**src/rtl/svc_uart_tx_arb_pkg.sv**
```systemverilog
// Shared types for the UART TX arbiter: grant states and owner encodings.
package svc_uart_tx_arb_pkg;

  typedef enum logic [1:0] {
    ST_IDLE    = 2'd0,
    ST_GNT_DBG = 2'd1,
    ST_GNT_APP = 2'd2
  } arb_state_t;

  localparam logic [1:0] OWNER_NONE = 2'd0;
  localparam logic [1:0] OWNER_DBG  = 2'd1;
  localparam logic [1:0] OWNER_APP  = 2'd2;

  function automatic logic [1:0] state_to_owner(input arb_state_t s);
    case (s)
      ST_GNT_DBG: return OWNER_DBG;
      ST_GNT_APP: return OWNER_APP;
      default:    return OWNER_NONE;
    endcase
  endfunction

endpackage

```
**src/rtl/svc_uart_tx_arb_fifo.sv**
```systemverilog
// Byte-wide synchronous FIFO with show-ahead read data and occupancy count.
module svc_uart_tx_arb_fifo #(
  parameter int ADDR_W = 4
) (
  input  logic            clk,
  input  logic            rst,
  input  logic            i_push,
  input  logic [7:0]      i_data,
  input  logic            i_pop,
  output logic [7:0]      o_data,
  output logic            o_full,
  output logic            o_empty,
  output logic [ADDR_W:0] o_count
);
  localparam int DEPTH = 1 << ADDR_W;
  localparam logic [ADDR_W:0] DEPTH_CNT = (ADDR_W + 1)'(DEPTH);

  logic [7:0]        r_mem [DEPTH];
  logic [ADDR_W-1:0] r_wr_ptr;
  logic [ADDR_W-1:0] r_rd_ptr;
  logic [ADDR_W:0]   r_count;
  logic              w_do_push;
  logic              w_do_pop;

  assign o_full    = (r_count == DEPTH_CNT);
  assign o_empty   = (r_count == '0);
  assign o_count   = r_count;
  assign o_data    = r_mem[r_rd_ptr];
  assign w_do_push = i_push && !o_full;
  assign w_do_pop  = i_pop && !o_empty;

  always_ff @(posedge clk) begin
    if (w_do_push) r_mem[r_wr_ptr] <= i_data;
  end

  // Pointers wrap naturally at DEPTH because they are exactly ADDR_W bits.
  always_ff @(posedge clk or posedge rst) begin
    if (rst) begin
      r_wr_ptr <= '0;
      r_rd_ptr <= '0;
      r_count  <= '0;
    end else begin
      if (w_do_push) r_wr_ptr <= r_wr_ptr + 1'b1;
      if (w_do_pop)  r_rd_ptr <= r_rd_ptr + 1'b1;
      case ({w_do_push, w_do_pop})
        2'b10:   r_count <= r_count + 1'b1;
        2'b01:   r_count <= r_count - 1'b1;
        default: r_count <= r_count;
      endcase
    end
  end

endmodule

```
**src/rtl/svc_uart_tx_arb.sv**
```systemverilog
// Shares one svc_uart_tx between the debug bridge and the application UART.
// Grants are frame-locked: released only after an idle gap or a burst limit.
module svc_uart_tx_arb
  import svc_uart_tx_arb_pkg::*;
#(
  parameter int APP_FIFO_ADDR_W = 4,
  parameter int IDLE_CYCLES     = 64,
  parameter int MAX_BURST       = 256
) (
  input  logic                     clk,
  input  logic                     rst,
  input  logic                     dbg_valid,
  input  logic [7:0]               dbg_data,
  output logic                     dbg_ready,
  input  logic                     app_valid,
  input  logic [7:0]               app_data,
  output logic                     app_ready,
  output logic                     utx_valid,
  output logic [7:0]               utx_data,
  input  logic                     utx_ready,
  output logic [1:0]               owner,
  output logic [APP_FIFO_ADDR_W:0] app_fifo_cnt
);
  localparam int  IDLE_W   = $clog2(IDLE_CYCLES + 1);
  localparam int  BURST_W  = (MAX_BURST > 0) ? $clog2(MAX_BURST + 1) : 1;
  localparam bit  BURST_EN = (MAX_BURST > 0);
  localparam logic [IDLE_W-1:0]  IDLE_LAST = IDLE_W'(IDLE_CYCLES - 1);
  localparam logic [IDLE_W-1:0]  IDLE_SAT  = IDLE_W'(IDLE_CYCLES);
  localparam logic [BURST_W-1:0] BURST_LIM = BURST_W'((MAX_BURST > 0) ? MAX_BURST : 1);

  arb_state_t         r_state;
  arb_state_t         w_state_nxt;
  logic [IDLE_W-1:0]  r_idle_cnt;
  logic [BURST_W-1:0] r_burst_cnt;
  logic               r_utx_valid;
  logic [7:0]         r_utx_data;

  logic       w_fifo_full;
  logic       w_fifo_empty;
  logic [7:0] w_fifo_data;
  logic       w_push;
  logic       w_slot_free;
  logic       w_other_pending;
  logic       w_switch;
  logic       w_dbg_acc;
  logic       w_app_acc;
  logic       w_acc;
  logic       w_idle_done;

  svc_uart_tx_arb_fifo #(.ADDR_W(APP_FIFO_ADDR_W)) u_app_fifo (
    .clk     (clk),
    .rst     (rst),
    .i_push  (w_push),
    .i_data  (app_data),
    .i_pop   (w_app_acc),
    .o_data  (w_fifo_data),
    .o_full  (w_fifo_full),
    .o_empty (w_fifo_empty),
    .o_count (app_fifo_cnt)
  );

  assign app_ready   = !rst && !w_fifo_full;
  assign w_push      = app_valid && app_ready;
  assign w_slot_free = !r_utx_valid || utx_ready;

  assign w_other_pending = (r_state == ST_GNT_DBG) ? !w_fifo_empty :
                           (r_state == ST_GNT_APP) ? dbg_valid : 1'b0;
  assign w_switch = BURST_EN && (r_burst_cnt == BURST_LIM) && w_other_pending;

  // Accepts are held off during the switch cycle so a burst never exceeds the limit.
  assign dbg_ready   = (r_state == ST_GNT_DBG) && w_slot_free && !w_switch;
  assign w_dbg_acc   = dbg_valid && dbg_ready;
  assign w_app_acc   = (r_state == ST_GNT_APP) && !w_fifo_empty && w_slot_free && !w_switch;
  assign w_acc       = w_dbg_acc || w_app_acc;
  assign w_idle_done = !w_acc && (r_idle_cnt == IDLE_LAST);

  assign utx_valid = r_utx_valid;
  assign utx_data  = r_utx_data;
  assign owner     = state_to_owner(r_state);

  always_comb begin
    w_state_nxt = r_state;
    case (r_state)
      ST_IDLE: begin
        if (dbg_valid)          w_state_nxt = ST_GNT_DBG;
        else if (!w_fifo_empty) w_state_nxt = ST_GNT_APP;
      end
      ST_GNT_DBG: begin
        if (w_switch)         w_state_nxt = ST_GNT_APP;
        else if (w_idle_done) w_state_nxt = ST_IDLE;
      end
      ST_GNT_APP: begin
        if (w_switch)         w_state_nxt = ST_GNT_DBG;
        else if (w_idle_done) w_state_nxt = ST_IDLE;
      end
      default: w_state_nxt = ST_IDLE;
    endcase
  end

  always_ff @(posedge clk or posedge rst) begin
    if (rst) r_state <= ST_IDLE;
    else     r_state <= w_state_nxt;
  end

  always_ff @(posedge clk or posedge rst) begin
    if (rst) begin
      r_idle_cnt  <= '0;
      r_burst_cnt <= '0;
    end else if (r_state == ST_IDLE || w_switch) begin
      r_idle_cnt  <= '0;
      r_burst_cnt <= '0;
    end else if (w_acc) begin
      r_idle_cnt <= '0;
      if (r_burst_cnt != BURST_LIM) r_burst_cnt <= r_burst_cnt + 1'b1;
    end else if (r_idle_cnt != IDLE_SAT) begin
      r_idle_cnt <= r_idle_cnt + 1'b1;
    end
  end

  always_ff @(posedge clk or posedge rst) begin
    if (rst) begin
      r_utx_valid <= 1'b0;
      r_utx_data  <= '0;
    end else if (w_acc) begin
      r_utx_valid <= 1'b1;
      r_utx_data  <= w_dbg_acc ? dbg_data : w_fifo_data;
    end else if (utx_ready) begin
      r_utx_valid <= 1'b0;
    end
  end

endmodule

```
**config.mk**
```make
export PLATFORM = sky130hd
export DESIGN_NAME = svc_uart_tx_arb
export DESIGN_NICKNAME = d
export VERILOG_FILES = /design/src/rtl/svc_uart_tx_arb_pkg.sv /design/src/rtl/svc_uart_tx_arb_fifo.sv /design/src/rtl/svc_uart_tx_arb.sv
export SDC_FILE = /design/constraint.sdc
export NUM_CORES = 1
export LEC_CHECK = 0
export ABC_AREA = 1
export ABC_CLOCK_PERIOD_IN_PS = 2900
export BUFFER_PORTS_ARGS = -buffer_cell sky130_fd_sc_hd__buf_2
export CORE_AREA = 4 4 146 148
export CTS_CLUSTER_SIZE = 40
export DETAILED_ROUTE_END_ITERATION = 10
export DIE_AREA = 0 0 150 152
export PLACE_DENSITY_LB_ADDON = 0.08
export SYNTH_ARGS = -nofsm -noshare
export SYNTH_HDL_FRONTEND = slang
export SYNTH_HIERARCHICAL = 1
export SYNTH_SLANG_ARGS = --single-unit
```
**constraint.sdc**
```tcl
create_clock -name clk -period 2.9 [get_ports clk]
set_input_delay 0 -clock clk [delete_from_list [all_inputs] [get_ports clk]]
set_output_delay 0 -clock clk [all_outputs]
set_load 0.02 [all_outputs]
```
==> metrics, run 1 <==
outcome=finished clean; Max rail drop VDD=0.0004484 V; critical-path cell list=nor2_2, nand4_1, inv_1, inv_1, nand2_1, nand2_1, nand2_4, nand2_4, inv_1, nand2_2, inv_2, ha_4, inv_1, fa_1, inv_1, nand2_1, nand2_1, nand2_1, nand2_1, nand2_1, nand2_1, nand2_1; initial core utilization=39.28%; htree depth=4; Mapped Area=7871 um2; filler cell count in the final layout=1993; post-synthesis average cell area=9.415 um2; ports placed on the boundary=39; NumNets Final=939; chip width=150 um; worst setup skew after layout=10.38 ps; Die Footprint=22800 um2; TritonCTS clock tree=done; num rows=52; type of the tightest min-delay check=input pin to register; Largest stage delay, worst path=420 ps; first-pass GRT wire length=29100 um; Worst Tran Pin Value=1054 ps; count of buffers from port buffering=38; total track usage=16.56%; post-synthesis to final-layout area growth=16.48%; y dimension of the die=152 um; total length of routed wires=18260 um; remaining routing DRC violations=0; Crit Path Class=register to register; area share of the largest cell type after synthesis=48.83%; Post-Route Utilization=45.75%; CTS sink cnt=168; count of TritonRoute iterations in the first routing pass=5; RSZ-0062 raised after global routing=false; count of final hold-check violations=0; reg-to-reg setup timing slack=350 ps; leading cell types by total area after synthesis=sky130_fd_sc_hd__edfxtp_1 (49%), sky130_fd_sc_hd__nand2_1 (14%), sky130_fd_sc_hd__dfrtp_1 (13%), sky130_fd_sc_hd__inv_1 (4.7%), sky130_fd_sc_hd__nand3_1 (4.6%); Core Area=20040 um2; peak fanout along the critical path=6; total number of yosys warnings=6; Diodes inserted=0; register clock-pin slew on the reported worst setup and hold paths=70 ps; type of origin of the critical path=register; Arr. time, crit path=2870 ps; required time worst endpoint=3220 ps; final setup vio count=0; post-DP HPWL=12090 um; vias per inst=4.652; overflow left after global routing=0; Static Leak=0.004101 uW; buffer depth of the longest clock path=2; count of unique library cells instantiated by Yosys=32; post-synthesis sequential area ratio=61.55%; Clk Latency, worst-skew pair=430 ps; Initial DRC Count=398; fmax=391.9 MHz; pin count of the biggest net entering global routing=82; element type at the critical path end=register; Syn Nets=871; final number of max-transition violations=0; power density normalized to cell area=928.8 nW/um2; Post-Syn Instances=836; maxcap violations=0; Final TNS setup=0 ps; Yosys reg bits=168; normalized max-slew margin=29.68%; final critical delay including setup and external delays=2552 ps; largest area contributor in the netlist=sky130_fd_sc_hd__edfxtp_1; Tcrit/Tclk final=87.99%; Num CTS Buffers=17; placer's final routability congestion estimate=0.8531; routed wire length per instance=15.39 um; most used cell, CP=sky130_fd_sc_hd__nand2_1; antenna-violating nets left=0; total via count in the routed design=5522; fraction of final layout cells with drive strength greater than 1=13.09%; Critical-path top delay cell=sky130_fd_sc_hd__dfrtp_1; Clock Tree Root=sky130_fd_sc_hd__clkbuf_16; number of global-route vias before repair=5311; initial antenna violation count=0
-- timing repair --
| item | 4_1_cts | 5_1_grt |
|---|---|---|
| setup buffers | 0 | 1 |
| hold buffers | 13 | 0 |
| endpoints found under the setup margin | 0 | 2 |
| hold endpoints to repair | 82 | 0 |
| gates resized for setup | 0 | 6 |
-- sequential cells by signal, indices dropped and copies added, names as in the netlist --
register	cells
u_app_fifo/r_rd_ptr	4
r_idle_cnt	7
u_app_fifo/r_mem	128
utx_data	8
utx_valid	1
u_app_fifo/r_wr_ptr	4
u_app_fifo/o_count	5
r_burst_cnt	9
r_state	2
-- cells in the final DEF, fill, tap and decap left out, types with 2 or more instances in the layout --
cell type	synthesis	final
sky130_fd_sc_hd__nand2_1	290	289
sky130_fd_sc_hd__edfxtp_1	128	128
sky130_fd_sc_hd__inv_1	99	97
sky130_fd_sc_hd__nor2_1	88	87
sky130_fd_sc_hd__nand3_1	72	72
sky130_fd_sc_hd__dfrtp_1	40	39
sky130_fd_sc_hd__buf_2	15	38
sky130_fd_sc_hd__o21ai_0	22	22
sky130_fd_sc_hd__buf_4	3	21
sky130_fd_sc_hd__clkbuf_16	0	17
sky130_fd_sc_hd__dlygate4sd3_1	0	13
sky130_fd_sc_hd__ha_1	13	12
sky130_fd_sc_hd__xor2_1	10	10
sky130_fd_sc_hd__nand4_1	8	8
sky130_fd_sc_hd__inv_2	5	7
sky130_fd_sc_hd__xnor2_1	6	6
sky130_fd_sc_hd__nand2_4	5	5
sky130_fd_sc_hd__clkinvlp_4	0	5
sky130_fd_sc_hd__a21oi_1	4	4
sky130_fd_sc_hd__nor2_2	3	4
sky130_fd_sc_hd__nor2_4	3	3
sky130_fd_sc_hd__nand2_2	2	3
sky130_fd_sc_hd__nor3_1	3	3
sky130_fd_sc_hd__nor3b_1	2	2
sky130_fd_sc_hd__or2_2	2	2
sky130_fd_sc_hd__clkinv_1	0	2
sky130_fd_sc_hd__inv_6	0	2
sky130_fd_sc_hd__clkinv_2	0	2
sky130_fd_sc_hd__bufinv_16	0	2
-- worst paths after layout --
path	startpoint	to	cells past startpoint
setup / recovery	u_app_fifo/o_count[2]$_DFFE_PP0P_	u_app_fifo/o_count[4]$_DFFE_PP0P_	22
min in group asynchronous	rst	u_app_fifo/o_count[0]$_DFFE_PP0P_	3
hold reg to reg	utx_data[3]$_DFFE_PP0P_	utx_data[3]$_DFFE_PP0P_	2
hold / removal	app_data[4]	u_app_fifo/r_mem[9][4]$_DFFE_PP_	1
max in group asynchronous	rst	utx_data[1]$_DFFE_PP0P_	3
setup reg to reg	u_app_fifo/o_count[2]$_DFFE_PP0P_	u_app_fifo/o_count[4]$_DFFE_PP0P_	22
-- Yosys cell counts (all sizes together) --
master  count
or2         2
nor4        1
clkbuf      3
fa          1
inv       105
edfxtp    128
nor3        4
buf        21
nand3      74
nand4       8
nand2     297
o21ai      23
dfrtp      40
ha         13
nor3b       2
a21oi       4
xor2       10
nor2       94
xnor2       6
-- routing by layer --
| layer | track usage (%) | vias up | wire length, um |
|---|---|---|---|
| li1 | - | 2813 | - |
| met1 | 24.44 | 2607 | 9153 |
| met2 | 25.06 | 89 | 8255 |
| met3 | 2.949 | 13 | 651 |
| met4 | 4.880 | 0 | 202 |
| met5 | 0 | - | 0 |
-- critical path, delay by kind of cell, from the launching register on --
| family | cells | cell delay (ps) |
|---|---|---|
| and+or+nand+nor | 14 | 1030 |
| adders and majority gates | 2 | 520 |
| buffers and inverters | 6 | 470 |
| DFF | 1 | 420 |
-- cell type report --
class / count / area (um2) / area share (%)
inverter: 105 / 396.6 / 4.326
tap: 270 / 337.8 / 3.684
clock inverter: 15 / 152.6 / 1.665
timing repair buffer: 73 / 498.0 / 5.431
sequential: 168 / 4846 / 52.85
clock buffer: 17 / 425.4 / 4.640
multi-input combinational: 539 / 2512 / 27.40
-- power by group --
part           leakage (uW)  switching, uW  internal [uW]
Combinational       0.00216           2190            996
Clock              0.000269            946           1270
Sequential          0.00167            238           2880
Total               0.00410           3370           5150
-- cells by family after synthesis --
kind of cell	share of synthesized area, %
flip-flops	61.55
AND/OR/NAND/NOR	25.88
buffers and inverters	6.756
adder cells (fa/ha/maj)	2.321
XOR/XNOR	1.780
AO/OA/AOI/OAI	1.717
-- metrics by stage --
stage	hold slack, ps	setup slack [ps]	power [uW]	cell area, um2	std cells
global placement	87.89	182.1	6264	8436	1141
floorplan	-123.0	274.3	5375	7871	836
finish	22.27	348.3	8516	9169	1187
detailed placement	102.8	132.2	6315	8436	1141
CTS	13.23	113.3	8574	9144	1186
global route	23.66	7.385	9148	9169	1187
(Power assumes the default switching activity.)
==> run 2: changes to the inputs <==
Settings changed: CORE_AREA 4 4 146 148 to 4 4 173 125, DIE_AREA 0 0 150 152 to 0 0 177 129.
==> run 2 against run 1 <==
Net effect:
- maximum frequency fell by 3.3%
- non-clock buffer count increased by 8
- largest cell class unchanged
- highest routed layer unchanged
- clock power is 5% higher
- critical path depth did not move
- global-route usage grew 0.64 points
- sequential share of layout area decreased by 0.51 points
==> metrics, run 2 (synthesis results as in run 1) <==
outcome=finished clean (unchanged); flip-flop count of the largest register after layout=128 (unchanged); worst setup skew after layout=14.54 ps (was 10.38 ps); critical-path cell list=nor2_2, nand4_1, inv_1, inv_1, nand2_1, nand2_1, nand2_4, nand2_4, inv_1, nand2_1, inv_2, ha_4, inv_1, fa_1, inv_1, nand2_1, nand2_1, nand2_1, nand2_1, nand2_1, nand2_1, nand2_1 (was nor2_2, nand4_1, inv_1, inv_1, nand2_1, nand2_1, nand2_4, nand2_4, inv_1, nand2_2, inv_2, ha_4, inv_1, fa_1, inv_1, nand2_1, nand2_1, nand2_1, nand2_1, nand2_1, nand2_1, nand2_1); Clk Latency, worst-skew pair=430 ps (about the same); fmax=378.8 MHz (was 391.9 MHz); total track usage=17.20% (was 16.56%); post-DP HPWL=12360 um (was 12090 um); Core Area=19750 um2 (was 20040 um2); register clock-pin slew on the reported worst setup and hold paths=70 ps (about the same); fraction of final layout cells with drive strength greater than 1=13.84% (was 13.09%); element type at the critical path end=register (unchanged); NumNets Final=947 (was 939); total via count in the routed design=5583 (was 5522); reg-to-reg setup timing slack=260 ps (was 350 ps); Combinational Power Share=37.9% (was 37.4%); clock network fraction of design power=26.8% (was 26.0%); r2r startpoint=u_app_fifo/o_count[2]$_DFFE_PP0P_ (unchanged); type of the tightest min-delay check=input pin to register (unchanged); Crit Path Class=register to register (unchanged); peak fanout along the critical path=10 (was 6); post-synthesis to final-layout area growth=17.63% (was 16.48%); sequential standard cell area=4846 um2 (unchanged); Critical-path top delay cell=sky130_fd_sc_hd__dfrtp_1 (unchanged); Arr. time, crit path=2970 ps (was 2870 ps); CTS sink cnt=168 (unchanged); hold path depth=1 (unchanged); worst flop-to-flop path endpoint=u_app_fifo/o_count[4]$_DFFE_PP0P_ (unchanged); count of final hold-check violations=0 (unchanged); Worst Hold Margin=5.602 ps (was 22.27 ps); Worst Tran Pin Value=1079 ps (was 1054 ps); pin count of the biggest net entering global routing=82 (unchanged); required time worst endpoint=3230 ps (was 3220 ps); count of TritonRoute iterations in the first routing pass=5 (unchanged); placer's final routability congestion estimate=0.7789 (was 0.8531); Reg power frac=35.3% (was 36.6%); Clock Tree Root=sky130_fd_sc_hd__clkbuf_16 (unchanged); Num CTS Buffers=17 (unchanged); filler cell count in the final layout=1864 (was 1993); maxcap violations=0 (unchanged); Top delay family on crit path=simple AND/OR/NAND/NOR gates (unchanged); Max rail drop VDD=0.0004303 V (was 0.0004484 V); Tcrit/Tclk final=91.02% (was 87.99%); final number of max-transition violations=0 (unchanged); CP Capture Point=u_app_fifo/o_count[4]$_DFFE_PP0P_ (unchanged); chip width=177 um (was 150 um); total length of routed wires=18820 um (was 18260 um); overflow left after global routing=0 (unchanged); final setup vio count=0 (unchanged); first-pass GRT wire length=29600 um (was 29100 um); remaining routing DRC violations=0 (unchanged); routed wire length per instance=15.75 um (was 15.39 um); initial antenna violation count=0 (unchanged); Largest stage delay, worst path=410 ps (was 420 ps); antenna-violating nets left=0 (unchanged); Design Power=8747 uW (was 8516 uW); y dimension of the die=129 um (was 152 um); switching power of the nets=3476 uW (was 3370 uW); TritonCTS clock tree=done (unchanged); normalized max-slew margin=27.99% (was 29.68%); count of buffers from port buffering=38 (unchanged); Final WS setup=260.4 ps (was 348.3 ps); Final TNS setup=0 ps (unchanged); type of origin of the critical path=register (unchanged); Static Leak=0.004172 uW (was 0.004101 uW); cell depth of the worst setup path=22 (unchanged); Post-Route Utilization=46.89% (was 45.75%); RSZ-0062 raised after global routing=false (unchanged); final critical delay including setup and external delays=2640 ps (was 2552 ps); number of global-route vias before repair=5247 (was 5311); combined area of the multi-input logic cells=2510 um2 (was 2512 um2); buffer and inverter count on the worst path=6 (unchanged); most used cell, CP=sky130_fd_sc_hd__nand2_1 (unchanged); num rows=43 (was 52); power density normalized to cell area=944.7 nW/um2 (was 928.8 nW/um2); vias per inst=4.672 (was 4.652); htree depth=4 (unchanged); switching share of total power=39.74% (was 39.57%); initial core utilization=39.86% (was 39.28%); Die Footprint=22830 um2 (was 22800 um2); Diodes inserted=0 (unchanged); ports placed on the boundary=39 (unchanged); launch point of the worst path=u_app_fifo/o_count[2]$_DFFE_PP0P_ (unchanged); buffer depth of the longest clock path=2 (unchanged); count of cells along the worst register-to-register path=22 (unchanged); Power Internal=5270 uW (was 5146 uW); dpl ws=51.67 ps (was 132.2 ps); top register by number of flip-flops=u_app_fifo/r_mem (unchanged); Initial DRC Count=379 (was 398); commonest cells after routing, fill and taps aside=sky130_fd_sc_hd__nand2_1 (290), sky130_fd_sc_hd__edfxtp_1 (128), sky130_fd_sc_hd__inv_1 (97) (was sky130_fd_sc_hd__nand2_1 (289), sky130_fd_sc_hd__edfxtp_1 (128), sky130_fd_sc_hd__inv_1 (97)); leading cell type in the layout, fill and taps excluded=sky130_fd_sc_hd__nand2_1 (unchanged)
## run 2: cell count changes in the layout (fill, tap and decap cells not counted)
cell and change:
sky130_fd_sc_hd__buf_4 +7, sky130_fd_sc_hd__clkinv_1 -2, sky130_fd_sc_hd__clkbuf_8 +2, sky130_fd_sc_hd__nand2_1 +1
sky130_fd_sc_hd__clkinv_4 +3, sky130_fd_sc_hd__clkinvlp_4 -5, sky130_fd_sc_hd__inv_6 +3, sky130_fd_sc_hd__clkinv_2 -1
sky130_fd_sc_hd__dlygate4sd3_1 +1, sky130_fd_sc_hd__nand2_2 -1
## run 2: how the worst min path moves through the flow
stage	startpoint	endpoint	slack (ps)
2_1_floorplan	rst	u_app_fifo/o_count[0]$_DFFE_PP0P_	-120
3_3_place_gp	rst	u_app_fifo/o_count[1]$_DFFE_PP0P_	90
3_5_place_dp	rst	u_app_fifo/r_rd_ptr[3]$_DFFE_PP0P_	110
4_1_cts	app_data[1]	u_app_fifo/r_mem[10][1]$_DFFE_PP_	6
5_1_grt	app_data[1]	u_app_fifo/r_mem[10][1]$_DFFE_PP_	5
6_report	app_data[6]	u_app_fifo/r_mem[0][6]$_DFFE_PP_	6
## run 2: layer usage
metal,up-vias,wire length (um),share of wire [%],track usage (%)
li1,2819,-,-,-
met1,2651,9531,51,25.84
met2,101,8208,44,25.09
met3,12,933,5.0,4.435
met4,0,145,0.77,4.047
met5,-,0,0,0
## run 2: layout make-up
type,count,share of cell area [%]
clock inverters,13,1.676
multi-input cells,539,27.11
clock buffers,19,4.892
inverters,105,4.284
repair buffers,81,6.054
well taps,270,3.649
flip-flops and latches,168,52.34
## run 2: worst register-to-register path: stages, from the launching register on
cell	delay, ps
sky130_fd_sc_hd__dfrtp_1	410
sky130_fd_sc_hd__nor2_2	140
sky130_fd_sc_hd__nand4_1	160
sky130_fd_sc_hd__inv_1	120
sky130_fd_sc_hd__inv_1	60
sky130_fd_sc_hd__nand2_1	60
sky130_fd_sc_hd__nand2_1	90
sky130_fd_sc_hd__nand2_4	110
sky130_fd_sc_hd__nand2_4	90
sky130_fd_sc_hd__inv_1	70
sky130_fd_sc_hd__nand2_1	70
sky130_fd_sc_hd__inv_2	90
sky130_fd_sc_hd__ha_4	160
sky130_fd_sc_hd__inv_1	70
sky130_fd_sc_hd__fa_1	370
sky130_fd_sc_hd__inv_1	80
sky130_fd_sc_hd__nand2_1	70
sky130_fd_sc_hd__nand2_1	80
sky130_fd_sc_hd__nand2_1	50
sky130_fd_sc_hd__nand2_1	50
sky130_fd_sc_hd__nand2_1	40
sky130_fd_sc_hd__nand2_1	50
sky130_fd_sc_hd__nand2_1	40
## run 2: metrics by stage
stage | instances | cell area, um2
after global routing | 1195 | 9259
final | 1195 | 9259
after floorplan | 836 | 7871
after CTS | 1190 | 9206
after detailed placement | 1144 | 8458
after global placement | 1144 | 8458
## run 2: repair_timing
action / CTS / global route
resized for setup: 0 / 5
hold buffers: 14 / 0
buffers inserted: 0 / 5
hold endpoints to repair: 84 / 0
setup endpoints to repair: 0 / 3
## run 2: power by group through the flow
| stage | registers [uW] | logic (uW) | clock network, uW |
|---|---|---|---|
| final | 3090 | 3320 | 2340 |
| after global routing | 3120 | 3760 | 2510 |
| after CTS | 3080 | 3280 | 2390 |
| after detailed placement | 3130 | 3250 | 0 |
| after global placement | 3120 | 3220 | 0 |
| after floorplan | 3210 | 2170 | 0 |
==> run 3: changes to the inputs <==
Settings changed: CORE_AREA 4 4 173 125 to 4 4 185 133, DIE_AREA 0 0 177 129 to 0 0 189 137.
==> run 3 against run 2 <==
Net effect:
- global-route usage shrank 1.3 points
- sequential cell count is the same
- hold slack gained 14 ps
- non-clock buffer count shrank 7
==> metrics, run 3 (synthesis results as in run 1) <==
required time worst endpoint=3220 ps (was 3230 ps); clock network fraction of design power=27.8% (was 26.8%); Post-Place Cells=1187 (was 1144); Diodes inserted=0 (unchanged); number of global-route vias before repair=5361 (was 5247); fmax=382.0 MHz (was 378.8 MHz); routed wire length per instance=16.11 um (was 15.75 um); Crit Path Class=register to register (unchanged); RSZ-0062 raised after global routing=false (unchanged); htree depth=4 (unchanged); final critical delay including setup and external delays=2618 ps (was 2640 ps); CTS sink cnt=168 (unchanged); Largest stage delay, worst path=420 ps (was 410 ps); Die Footprint=25890 um2 (was 22830 um2); Final WS setup=282.1 ps (was 260.4 ps); number of setup buffers added after CTS=0 (unchanged); top register by number of flip-flops=u_app_fifo/r_mem (unchanged); count of final hold-check violations=0 (unchanged); commonest cells after routing, fill and taps aside=sky130_fd_sc_hd__nand2_1 (290), sky130_fd_sc_hd__edfxtp_1 (128), sky130_fd_sc_hd__inv_1 (97) (unchanged); total track usage=15.90% (was 17.20%); most used cell, CP=sky130_fd_sc_hd__nand2_1 (unchanged); type of the tightest min-delay check=input pin to register (unchanged); critical-path cell list=nor2_1, nand4_1, inv_2, inv_1, nand2_1, nand2_1, nand2_4, nand2_4, inv_1, nand2_1, inv_2, ha_4, inv_1, fa_1, inv_1, nand2_1, nand2_1, nand2_1, nand2_1, nand2_1, nand2_1, nand2_1 (was nor2_2, nand4_1, inv_1, inv_1, nand2_1, nand2_1, nand2_4, nand2_4, inv_1, nand2_1, inv_2, ha_4, inv_1, fa_1, inv_1, nand2_1, nand2_1, nand2_1, nand2_1, nand2_1, nand2_1, nand2_1); power density normalized to cell area=958.8 nW/um2 (was 944.7 nW/um2); element type at the critical path end=register (unchanged); Worst Hold Margin=19.11 ps (was 5.602 ps); Design Power=8905 uW (was 8747 uW); outcome=finished clean (unchanged); final number of max-transition violations=0 (unchanged); TritonCTS clock tree=done (unchanged); initial core utilization=34.80% (was 39.86%); NumNets Final=940 (was 947); Worst Tran Pin Value=1088 ps (was 1079 ps); total via count in the routed design=5662 (was 5583); ports placed on the boundary=39 (unchanged); Top delay family on crit path=simple AND/OR/NAND/NOR gates (unchanged); count of TritonRoute iterations in the first routing pass=5 (unchanged); remaining routing DRC violations=0 (unchanged); peak fanout along the critical path=6 (was 10); post-DP HPWL=13380 um (was 12360 um); switching power of the nets=3465 uW (was 3476 uW); Reg power frac=35.7% (was 35.3%); overflow left after global routing=0 (unchanged); switching share of total power=38.92% (was 39.74%); final setup vio count=0 (unchanged); type of origin of the critical path=register (unchanged); count of buffers from port buffering=38 (unchanged); register clock-pin slew on the reported worst setup and hold paths=60 ps (was 70 ps); chip width=189 um (was 177 um); buffer depth of the longest clock path=2 (unchanged); antenna-violating nets left=0 (unchanged); post-synthesis to final-layout area growth=17.99% (was 17.63%); num rows=46 (was 43); first-pass GRT wire length=30970 um (was 29600 um); buffer and inverter count on the worst path=6 (unchanged); Power Internal=5440 uW (was 5270 uW); initial antenna violation count=0 (unchanged); y dimension of the die=137 um (was 129 um); Final TNS setup=0 ps (unchanged); leading cell type in the layout, fill and taps excluded=sky130_fd_sc_hd__nand2_1 (unchanged); flip-flop count of the largest register after layout=128 (unchanged); Static Leak=0.004148 uW (was 0.004172 uW); normalized max-slew margin=27.36% (was 27.99%); fraction of final layout cells with drive strength greater than 1=12.96% (was 13.84%); maxcap violations=0 (unchanged); dpl ws=169.6 ps (was 51.67 ps); worst setup skew after layout=8.314 ps (was 14.54 ps); pin count of the biggest net entering global routing=51 (was 82); placer's final routability congestion estimate=0.8262 (was 0.7789); Initial DRC Count=370 (was 379); Arr. time, crit path=2940 ps (was 2970 ps); vias per inst=4.603 (was 4.672); Max rail drop VDD=0.0004295 V (was 0.0004303 V); Core Area=22620 um2 (was 19750 um2); Critical-path top delay cell=sky130_fd_sc_hd__dfrtp_1 (unchanged); Combinational Power Share=36.5% (was 37.9%); Clk Latency, worst-skew pair=430 ps (about the same); Num CTS Buffers=17 (unchanged); total length of routed wires=19810 um (was 18820 um); filler-free cell count of the finished design=1230 (was 1195); Clock Tree Root=sky130_fd_sc_hd__clkbuf_16 (unchanged); filler cell count in the final layout=2199 (was 1864); Tcrit/Tclk final=90.27% (was 91.02%)
==> run 3: routing by layer <==
metal  share of wire (%)  vias to the layer above  global-route usage (%)
met2                  42                      134                   23.03
met4                 1.5                        0                   4.935
li1                    -                     2803                       -
met1                  53                     2706                   24.13
met3                 4.4                       19                   2.958
met5                   0                        -                       0
==> run 3: power by group through the flow <==
stage,sequential (uW),clock (uW),combinational (uW)
CTS,3180,2530,3250
finish,3180,2470,3250
detailed placement,3230,0,3220
global placement,3220,0,3200
floorplan,3210,0,2170
global route,3220,2630,3680
==> run 3: final timing paths <==
kind                                                   start                                  to  slack, ps  cells past startpoint
setup reg to reg           u_app_fifo/o_count[2]$_DFFE_PP0P_   u_app_fifo/o_count[4]$_DFFE_PP0P_        280                     22
hold reg to reg                      utx_data[5]$_DFFE_PP0P_             utx_data[5]$_DFFE_PP0P_        480                      2
min in group asynchronous                                rst  u_app_fifo/r_rd_ptr[3]$_DFFE_PP0P_        190                      3
hold / removal                                   app_data[5]    u_app_fifo/r_mem[4][5]$_DFFE_PP_         20                      1
setup / recovery           u_app_fifo/o_count[2]$_DFFE_PP0P_   u_app_fifo/o_count[4]$_DFFE_PP0P_        280                     22
max in group asynchronous                                rst           r_idle_cnt[2]$_DFFE_PP0P_       1810                      3
==> run 3: cell type report <==
| class | instances | area [um2] | share of cell area (%) |
|---|---|---|---|
| clock buffer | 19 | 432.9 | 4.661 |
| clock inverter | 13 | 201.4 | 2.169 |
| inverter | 105 | 396.6 | 4.271 |
| multi-input combinational | 539 | 2507 | 27.00 |
| sequential | 168 | 4846 | 52.18 |
| tap | 312 | 390.4 | 4.203 |
| timing repair buffer | 74 | 513.0 | 5.523 |
==> run 3: what timing repair did <==
item                       4_1_cts  5_1_grt
hold buffers                    11        0
resized for setup                0        4
hold endpoints to repair        50        0
setup endpoints to repair        0        1
==> run 3: per-stage QoR <==
stage | area (um2) | util (%)
after floorplan | 7871 | -
after global placement | 8531 | 37.71
after detailed placement | 8531 | 37.71
after CTS | 9275 | 41.01
after global routing | 9288 | 41.06
final | 9288 | 41.06
